[src/rtl/shift_pkg.sv]
// Shared constants and types for the iterative shift unit.
// Operation encodings, FSM states and data/amount widths.
package shift_pkg;

    localparam int WIDTH = 16;
    localparam int AMT_W = 4;

    localparam logic [1:0] OP_SRL = 2'b00;
    localparam logic [1:0] OP_SRA = 2'b01;
    localparam logic [1:0] OP_SLL = 2'b10;
    localparam logic [1:0] OP_ROR = 2'b11;

    typedef enum logic [1:0] {
        IDLE  = 2'b00,
        SHIFT = 2'b01,
        DONE  = 2'b10
    } state_t;

endpackage

[src/rtl/shift1_step.sv]
// Combinational one-bit step of the iterative shifter.
// Right-going ops differ only in the bit that enters at the top.
module shift1_step
    import shift_pkg::*;
(
    input  logic [WIDTH-1:0] acc,
    input  logic [1:0]       op,
    output logic [WIDTH-1:0] y
);

    always_comb begin
        y = acc;
        case (op)
            OP_SRL:  y = {1'b0, acc[WIDTH-1:1]};
            OP_SRA:  y = {acc[WIDTH-1], acc[WIDTH-1:1]};
            OP_SLL:  y = {acc[WIDTH-2:0], 1'b0};
            OP_ROR:  y = {acc[0], acc[WIDTH-1:1]};
            default: y = acc;
        endcase
    end

endmodule

[src/rtl/shift_seq.sv]
// Iterative 16-bit shifter: SRL/SRA/SLL/ROR by 0..15, one bit per clock.
// Handshake: start is accepted on any edge where busy=0; done pulses one cycle with y valid.
module shift_seq
    import shift_pkg::*;
(
    input  logic             clk,
    input  logic             rst,
    input  logic             start,
    input  logic [1:0]       op,
    input  logic [WIDTH-1:0] a,
    input  logic [AMT_W-1:0] shamt,
    output logic             busy,
    output logic             done,
    output logic [WIDTH-1:0] y,
    output state_t           state
);

    state_t           state_q;
    state_t           state_d;
    logic [WIDTH-1:0] acc;
    logic [AMT_W-1:0] cnt;
    logic [1:0]       op_q;
    logic [WIDTH-1:0] step;
    logic             accept;

    shift1_step u_step (
        .acc (acc),
        .op  (op_q),
        .y   (step)
    );

    // DONE is not busy, so a new request can chain directly off a finished one.
    assign accept = start && (state_q != SHIFT);

    always_comb begin
        state_d = state_q;
        busy    = 1'b0;
        done    = 1'b0;
        case (state_q)
            IDLE: begin
                if (start)
                    state_d = (shamt == '0) ? DONE : SHIFT;
            end
            SHIFT: begin
                busy = 1'b1;
                if (cnt == AMT_W'(1))
                    state_d = DONE;
            end
            DONE: begin
                done = 1'b1;
                if (start)
                    state_d = (shamt == '0) ? DONE : SHIFT;
                else
                    state_d = IDLE;
            end
            default: state_d = IDLE;
        endcase
    end

    always_ff @(posedge clk or posedge rst) begin
        if (rst) begin
            state_q <= IDLE;
            acc     <= '0;
            cnt     <= '0;
            op_q    <= '0;
        end else begin
            state_q <= state_d;
            if (accept) begin
                acc  <= a;
                cnt  <= shamt;
                op_q <= op;
            end else if (state_q == SHIFT) begin
                acc <= step;
                cnt <= cnt - AMT_W'(1);
            end
        end
    end

    assign y     = acc;
    assign state = state_q;

endmodule

[config.mk]
export PLATFORM = sky130hd
export DESIGN_NAME = shift_seq
export DESIGN_NICKNAME = d
export VERILOG_FILES = /design/src/rtl/shift_pkg.sv /design/src/rtl/shift1_step.sv /design/src/rtl/shift_seq.sv
export SDC_FILE = /design/constraint.sdc
export NUM_CORES = 1
export LEC_CHECK = 0
export ABC_AREA = 1
export CORE_MARGIN = 5
export CORE_UTILIZATION = 34
export CTS_CLUSTER_DIAMETER = 60
export DETAILED_ROUTE_END_ITERATION = 8
export PLACE_DENSITY = 0.7
export SETUP_SLACK_MARGIN = 0.05
export SLEW_MARGIN = 25
export SYNTH_ARGS = -nofsm -noshare
export SYNTH_HDL_FRONTEND = slang
export SYNTH_HIERARCHICAL = 1
export SYNTH_SLANG_ARGS = --single-unit
[constraint.sdc]
create_clock -name clk -period 3.2 [get_ports clk]
set_clock_uncertainty 0.15 [all_clocks]
set_input_delay 0.64 -clock clk [delete_from_list [all_inputs] [get_ports clk]]
set_output_delay 0.64 -clock clk [all_outputs]
set_load 0.1 [all_outputs]
==> impl_metrics.py, run 1 <==
metrics = {
    "finish": {
        "diodes": 0,
        "fill_cells": 411,
        "drive_above_1_share_pct": 16.2,
        "nets": 269,
        "area_growth_pct": 31.2,
    },
    "setup_path": {
        "crit_arrival_ps": 1550,
        "max_stage_delay_ps": 430,
        "required_ps": 2410,
        "start_kind": "flip-flop",
        "worstSetupEndpointType": "primary output",
        "crit_chain": "inv_2 > nor2_4 > buf_4",
        "slowest_stage": "dfrtp_1",
        "critical_path.max_fanout": 21,
        "setup.worst_path.class": "flip-flop to primary output",
    },
    "floorplan": {
        "ios": 45,
        "fp.dieH_um": 74.3,
        "die_area_um2": 5520,
        "rows": 23,
        "core_um2": 4000,
        "initial_core_util_pct": 35.2,
        "fp.dieW_um": 74.3,
    },
    "sta": {
        "rsz0062_at_grt": "no",
        "fin_crit_ps": 2340,
        "setup_tns_ps": 0,
        "setup_viol": 0,
        "post-route-period-util_pct": 73.0,
        "tightest_slew_ps": 483,
        "max_freq_mhz": 428,
        "hold_ws_ps": 400,
        "slew_headroom_pct": 67.7,
        "hold_viol": 0,
        "drv_slew": 0,
    },
    "logic_synthesis": {
        "synth_top_area_share_pct": 42.7,
        "synth-seq-area-share_pct": 42.7,
        "synth.area.top_cells": "dfrtp_1 43%, nand2_1 30%, nand3_1 8.2%, buf_6 5.6%, nor2_1 2.1%",
        "yosysMostFrequentCell": "nand2_1",
        "yosys_warnings": 6,
        "ys_ff_latch": 24,
        "ys.flop_type": "dfrtp_1",
        "syn-cell-area_um2": 1410,
        "synth_edf_count": 0,
        "syn_avg_cell_area_um2": 7.07,
        "synth_commonest_cells": "112 x nand2_1, 24 x dfrtp_1, 23 x nand3_1",
        "async_flop_share_pct": 100,
        "ys_types": 16,
        "synth_top_area_cell": "dfrtp_1",
        "syn_nets": 226,
        "syn_inst": 199,
    },
    "route": {
        "routedWlPerCell_um": 12.2,
        "drt-initial-drc-count": 73,
        "first_pass_iters": 4,
        "ant_nets": 0,
        "drc": 0,
        "vias": 1349,
        "via_per_inst": 4.64,
        "wl_mm": 3.56,
    },
    "grt": {
        "antenna_found_initial": 0,
        "grt_start_max_net_pins": 25,
        "grt_pass1_wl_mm": 5.93,
        "grt_overflow": 0,
        "grt_pass1_vias": 1333,
        "grtUsageTotal_pct": 13.8,
    },
    "cts": {
        "cts_tree": "yes",
        "post_cts_resized": 0,
        "clk-insertion-delay-late_ps": 270,
        "cts_buffers": 3,
        "clk_pin_slew_ps": 90,
        "cts.sinks": 24,
        "cts_root_buf": "clkbuf_8",
        "cts.path.max_buffers": 2,
        "hold_buffers": 0,
        "cts_max_level": 1,
        "cts_setup_buffers": 0,
    },
    "place": {
        "hpwl_mm": 2.58,
        "routabilityCongestion": 0.782,
        "io_buffers": 44,
    },
    "outcome": {
        "status": "finished clean",
    },
    "min_path": {
        "worstHoldPathType": "flip-flop to flip-flop",
    },
    "run": {
        "drv_cap": 0,
    },
}
-- cell type report --
cell class,count,area (um^2),share of cell area (%)
clock buffer,4,55.1,2.98
inverter,10,37.5,2.03
multi-input combinational,157,684,37.1
sequential,24,601,32.5
tap,50,62.6,3.39
timing repair buffer,46,405,22.0
-- cells by family after synthesis --
family          Yosys count  synth area share [%]
compound gates            3                  1.51
buf+inv                  18                  8.63
simple gates            151                  44.8
xor+xnor                  1                 0.623
flops                    24                  42.7
fa+ha+maj                 2                  1.78
-- path summary, 6_finish.rpt --
kind | slack [ps] | depth (start not counted) | startpoint | endpoint
worst max-delay path | 860 | 3 | state[0] | busy
min in group asynchronous | 570 | 3 | rst | state[1]
worst max register to register | 1450 | 7 | state[0] | cnt[3]
worst min-delay path | 400 | 2 | cnt[3] | cnt[3]
worst min register to register | 400 | 2 | cnt[3] | cnt[3]
max in group asynchronous | 2090 | 3 | rst | y[6]
-- per-stage QoR --
stage / instances / setup WS [ps] / util [%] / instance area [um^2]
2_1_floorplan: 199 / 74.9 / - / 1410
3_3_place_gp: 287 / 1020 / 44.8 / 1790
3_5_place_dp: 287 / 965 / 44.8 / 1790
4_1_cts: 291 / 824 / 46.1 / 1850
5_1_grt: 291 / 757 / 46.1 / 1850
6_report: 291 / 865 / 46.1 / 1850
-- flip-flops by register name (all words and copies together), names as in the netlist --
register and count:
y 16, cnt 4, op_q 2, state 2
-- layout by cell type (no fill, tap or decap) --
cell               n
nand2_1          112
dfrtp_1           24
clkdlybuf4s50_1   24
nand3_1           23
buf_4             22
nor2_1             8
inv_2              5
inv_1              5
nand2_2            4
clkbuf_8           4
nor2_4             2
o211ai_1           2
ha_1               2
nor2_2             1
o22ai_1            1
xor2_1             1
nand3_2            1
-- metal layers --
layer  global-route usage (%)  vias to the layer above  wire length (um)
met5                        0                        -                 0
met4                     3.56                        0                11
met3                     3.65                        2               300
met2                     23.7                       36              1670
met1                     17.3                      615              1580
li1                         -                      696                 -
-- critical path: cells and delay by family (launching register included) --
kind / cells / cell delay (ps)
buffers and inverters: 2 / 460
DFF: 1 / 430
and+or+nand+nor: 1 / 380
Power of run 1 is left out: the tool's default activity adds up to more than one toggle a clock period on the data nets, which glitch-free logic cannot reach.
==> run 2, diff against run 1 <==
- clock period: 3.2 -> 2.16 ns (I/O delays scaled with it)
==> run 2 against run 1 <==
  * Die area did not move
  * First-iteration DRC count down 18%
  * Cell count rose by 0.69%
  * Clock-buffer cell count decreased by 1
  * Critical path type unchanged
  * Via count down 0.74%
  * Register-to-register slack got worse by 740 ps
  * Cell area is 6.3% higher
  * Global-route usage down 0.13 points
  * Critical path depth stayed put
  * Non-clock buffer count is 2 higher
==> impl_metrics.py, run 2 (same netlist as run 1, synthesis figures left out) <==
metrics = {
    "sta": {
        "max_freq_mhz": 585,
        "fin_crit_ps": 1710,
        "hold_viol": 0,
        "setup_tns_ps": 0,
        "drv_slew": 0,
        "setup_viol": 0,
        "rsz0062_at_grt": "no",
        "tightest_slew_ps": 373,
        "slew_headroom_pct": 75.1,
        "post-route-period-util_pct": 79.1,
    },
    "finish": {
        "largest_reg_flops": 16,
        "diodes": 0,
        "fill_cells": 416,
        "most-common-layout-cells": "112 x nand2_1, 24 x clkdlybuf4s50_1, 23 x nand3_1",
        "drive_above_1_share_pct": 18.1,
        "nets": 271,
        "final_common_cell": "nand2_1",
        "area_growth_pct": 39.5,
    },
    "grt": {
        "grtUsageTotal_pct": 13.7,
        "grt_pass1_wl_mm": 5.93,
        "grt_overflow": 0,
        "antenna_found_initial": 0,
        "grt_pass1_vias": 1315,
        "grt_start_max_net_pins": 25,
    },
    "outcome": {
        "status": "finished clean",
    },
    "route": {
        "drc": 0,
        "first_pass_iters": 4,
        "routedWlPerCell_um": 12.0,
        "wl_mm": 3.51,
        "ant_nets": 0,
        "via_per_inst": 4.57,
        "drt-initial-drc-count": 60,
        "vias": 1339,
    },
    "run": {
        "drv_cap": 0,
    },
    "place": {
        "hpwl_mm": 2.63,
        "io_buffers": 44,
        "routabilityCongestion": 0.777,
    },
    "cts": {
        "cts_setup_buffers": 0,
        "cts_tree": "yes",
        "cts.sinks": 24,
        "cts_root_buf": "clkbuf_8",
        "post_cts_resized": 0,
        "cts.path.max_buffers": 2,
        "hold_buffers": 0,
        "cts_max_level": 1,
        "cts_buffers": 3,
        "clk_pin_slew_ps": 90,
        "clk-insertion-delay-late_ps": 270,
    },
    "setup_path": {
        "crit_arrival_ps": 1130,
        "critical_path_depth": 3,
        "slowest_stage": "dfrtp_2",
        "critical_path.max_fanout": 4,
        "max_stage_delay_ps": 450,
        "setup.worst_path.class": "flip-flop to primary output",
        "required_ps": 1580,
        "rr_worst_depth": 6,
        "start_kind": "flip-flop",
        "worstSetupEndpointType": "primary output",
        "crit_buf_inv": 2,
        "crit_chain": "inv_2 > nor2_4 > buf_12",
        "critPathTopFamily": "flip-flops",
    },
    "floorplan": {
        "initial_core_util_pct": 35.2,
        "ios": 45,
        "fp.dieH_um": 74.3,
        "rows": 23,
        "core_um2": 4000,
        "fp.dieW_um": 74.3,
        "die_area_um2": 5520,
    },
    "min_path": {
        "worstHoldPathType": "primary input to asynchronous set/reset pin",
    },
}
-- run 2: cell count changes in the layout (fill, tap and decap cells not counted), moves of 2 or more --
cell / previous run / this run
buf_12: 0 / 6
buf_4: 22 / 18
dfrtp_1: 24 / 22
dfrtp_2: 0 / 2
-- run 2: area by class of cell --
| type | instances | area [um^2] | area share, % |
|---|---|---|---|
| Sequential cell | 24 | 603 | 30.7 |
| Tap cell | 50 | 62.6 | 3.19 |
| Inverter | 10 | 37.5 | 1.91 |
| Clock inverter | 1 | 30.0 | 1.53 |
| Clock buffer | 3 | 41.3 | 2.10 |
| Timing Repair Buffer | 48 | 495 | 25.3 |
| Multi-Input combinational cell | 157 | 692 | 35.3 |
-- run 2: through the flow --
| stage | worst slack [ps] | cell area (um^2) | hold WS (ps) | util, % | instances |
|---|---|---|---|---|---|
| 2_1_floorplan | 117 | 1420 | 296 | - | 199 |
| 3_3_place_gp | 331 | 1890 | 382 | 47.3 | 289 |
| 3_5_place_dp | 317 | 1890 | 393 | 47.3 | 289 |
| 4_1_cts | 429 | 1960 | 351 | 49.0 | 293 |
| 5_1_grt | 399 | 1960 | 402 | 49.0 | 293 |
| 6_report | 451 | 1960 | 341 | 49.0 | 293 |
-- run 2: worst paths after layout --
kind / start / endpoint / slack (ps)
setup / recovery: state[0] / busy / 450
hold / removal: rst / y[4] / 340
setup reg to reg: state[0] / y[6] / 710
hold reg to reg: cnt[1] / cnt[1] / 410
max in group asynchronous: rst / state[1] / 1260
min in group clk: cnt[1] / cnt[1] / 410
-- run 2: worst register-to-register path, cell delays in order (launching register included) --
cell and delay (ps):
dfrtp_2 470, inv_2 110, nor2_4 50, nor2_2 280, buf_4 220, nand2_1 60, nand3_1 80
-- run 2: metal layers --
layer	vias up	wire length [um]	part of all wire, %	GRT usage, %
met5	-	0	0	0
met4	0	35	1.0	3.16
met3	6	251	7.1	4.19
met2	41	1690	48	23.1
met1	590	1530	44	17.3
li1	702	-	-	-
Power of run 2 is left out for the same reason.
==> run 3, diff against run 2 <==
- clock period: 2.16 -> 1.65 ns (I/O delays scaled with it)
==> run 3 against run 2 <==
  * Register-to-register slack worse by 540 ps
  * Worst hold slack worse by 88 ps
  * Non-clock buffer count up 9
  * Sequential share of layout area down 3.3 points
  * Routed wire length down 1.4%
  * Sequential cell count unchanged
  * Critical endpoint unchanged
  * Highest routed layer unchanged
==> impl_metrics.py, run 3 (same netlist as run 1, synthesis figures left out) <==
metrics = {
    "setup_path": {
        "crit_arrival_ps": 1100,
        "crit_buf_inv": 2,
        "critical_path.max_fanout": 4,
        "timing.rr.end": "y[12]",
        "critical_path_depth": 3,
        "rr_worst_depth": 7,
        "start_kind": "flip-flop",
        "slowest_stage": "dfrtp_4",
        "critPathLaunch": "state[0]",
        "crit_path_end": "busy",
        "required_ps": 1170,
        "max_stage_delay_ps": 450,
        "r2r_slack_ps": 170,
        "setup.worst_path.class": "flip-flop to primary output",
        "worstSetupEndpointType": "primary output",
        "critPathTopFamily": "flip-flops",
        "crit_chain": "inv_2 > nor2_4 > buf_12",
        "r2r-start": "state[0]",
    },
    "finish": {
        "nets": 280,
        "diodes": 0,
        "final_common_cell": "nand2_1",
        "finalNonFillerCells": 302,
        "fin_util_pct": 55.3,
        "drive_above_1_share_pct": 21.0,
        "area_growth_pct": 57.4,
        "largest_reg_flops": 16,
        "most-common-layout-cells": "112 x nand2_1, 24 x clkdlybuf4s50_1, 23 x nand3_1",
    },
    "sta": {
        "hold_viol": 0,
        "rsz0062_at_grt": "yes",
        "fin_crit_ps": 1580,
        "drv_slew": 0,
        "setup_viol": 0,
        "max_freq_mhz": 635,
        "hold_ws_ps": 253,
        "post-route-period-util_pct": 95.5,
        "tightest_slew_ps": 338,
        "slew_headroom_pct": 77.4,
    },
    "place": {
        "io_buffers": 44,
        "hpwl_mm": 2.66,
        "routabilityCongestion": 0.820,
        "dpl.cell_count": 295,
    },
    "grt": {
        "grtUsageTotal_pct": 13.8,
        "grt_pass1_vias": 1311,
        "grt_start_max_net_pins": 25,
        "antenna_found_initial": 0,
        "grt_overflow": 0,
        "grt_pass1_wl_mm": 5.97,
    },
    "run": {
        "drv_cap": 0,
    },
    "route": {
        "drt-initial-drc-count": 85,
        "ant_nets": 0,
        "routedWlPerCell_um": 11.5,
        "drc": 0,
        "vias": 1379,
        "via_per_inst": 4.57,
        "first_pass_iters": 4,
        "wl_mm": 3.46,
    },
    "floorplan": {
        "ios": 45,
        "core_um2": 4000,
        "fp.dieW_um": 74.3,
        "fp.dieH_um": 74.3,
        "rows": 23,
        "die_area_um2": 5520,
        "initial_core_util_pct": 35.2,
    },
    "cts": {
        "cts.sinks": 24,
        "clk-insertion-delay-late_ps": 260,
        "cts_tree": "yes",
        "cts.path.max_buffers": 2,
        "cts_buffers": 3,
        "cts_root_buf": "clkbuf_8",
        "cts_max_level": 1,
        "clk_pin_slew_ps": 90,
    },
    "outcome": {
        "status": "finished clean",
    },
    "min_path": {
        "worstHoldPathType": "primary input to asynchronous set/reset pin",
    },
}
-- run 3: cell count changes in the layout (fill, tap and decap cells not counted) --
cell,delta
buf_12,+15
buf_4,-6
dfrtp_2,-2
dfrtp_4,+2
bufinv_16,-1
clkbuf_8,+1
inv_2,-1
inv_4,+1
nor2_2,-1
nor2_4,+1
-- run 3: worst min-delay path: cells and delay by family --
kind	cells	cell delay [ps]
buf+inv	3	730
-- run 3: worst min path at each step --
stage | startpoint | endpoint | cells after the start
floorplan | rst | cnt[0] | 1
global placement | cnt[3] | cnt[3] | 2
detailed placement | cnt[3] | cnt[3] | 2
CTS | rst | y[11] | 3
global route | rst | y[9] | 3
finish | rst | y[11] | 3
-- run 3: per-stage QoR --
step | TNS (ps) | worst slack (ps) | cell area (um^2)
final | 0 | 74.2 | 2210
after global placement | 0 | 22.4 | 2130
after detailed placement | -167 | -25.2 | 2130
after floorplan | -20.5 | -20.5 | 1430
after global routing | 0 | 13.5 | 2210
after CTS | 0 | 40.1 | 2200
-- run 3: cell type report --
type                    instances  area [um^2]
flip-flops and latches         24          608
multi-input cells             157          697
repair buffers                 57          751
well taps                      50         62.6
inverters                      10         40.0
fillers                       369         1790
clock buffers                   4         55.1
-- run 3: timing repair --
item                                    4_1_cts  5_1_grt
endpoints found under the hold margin         0        0
setup buffers                                 1        2
hold buffers                                  0        0
endpoints found under the setup margin        1        4
gates resized for setup                       1        0
pin swaps                                     1        0
-- run 3: metal layers --
layer  global-route usage [%]  part of all wire, %  vias to the layer above
met3                     2.30                  6.1                        2
met5                        0                    0                        -
met1                     17.5                   43                      621
met2                     24.1                   50                       37
met4                     4.15                  1.0                        0
li1                         -                    -                      719
Power of run 3 is left out for the same reason.
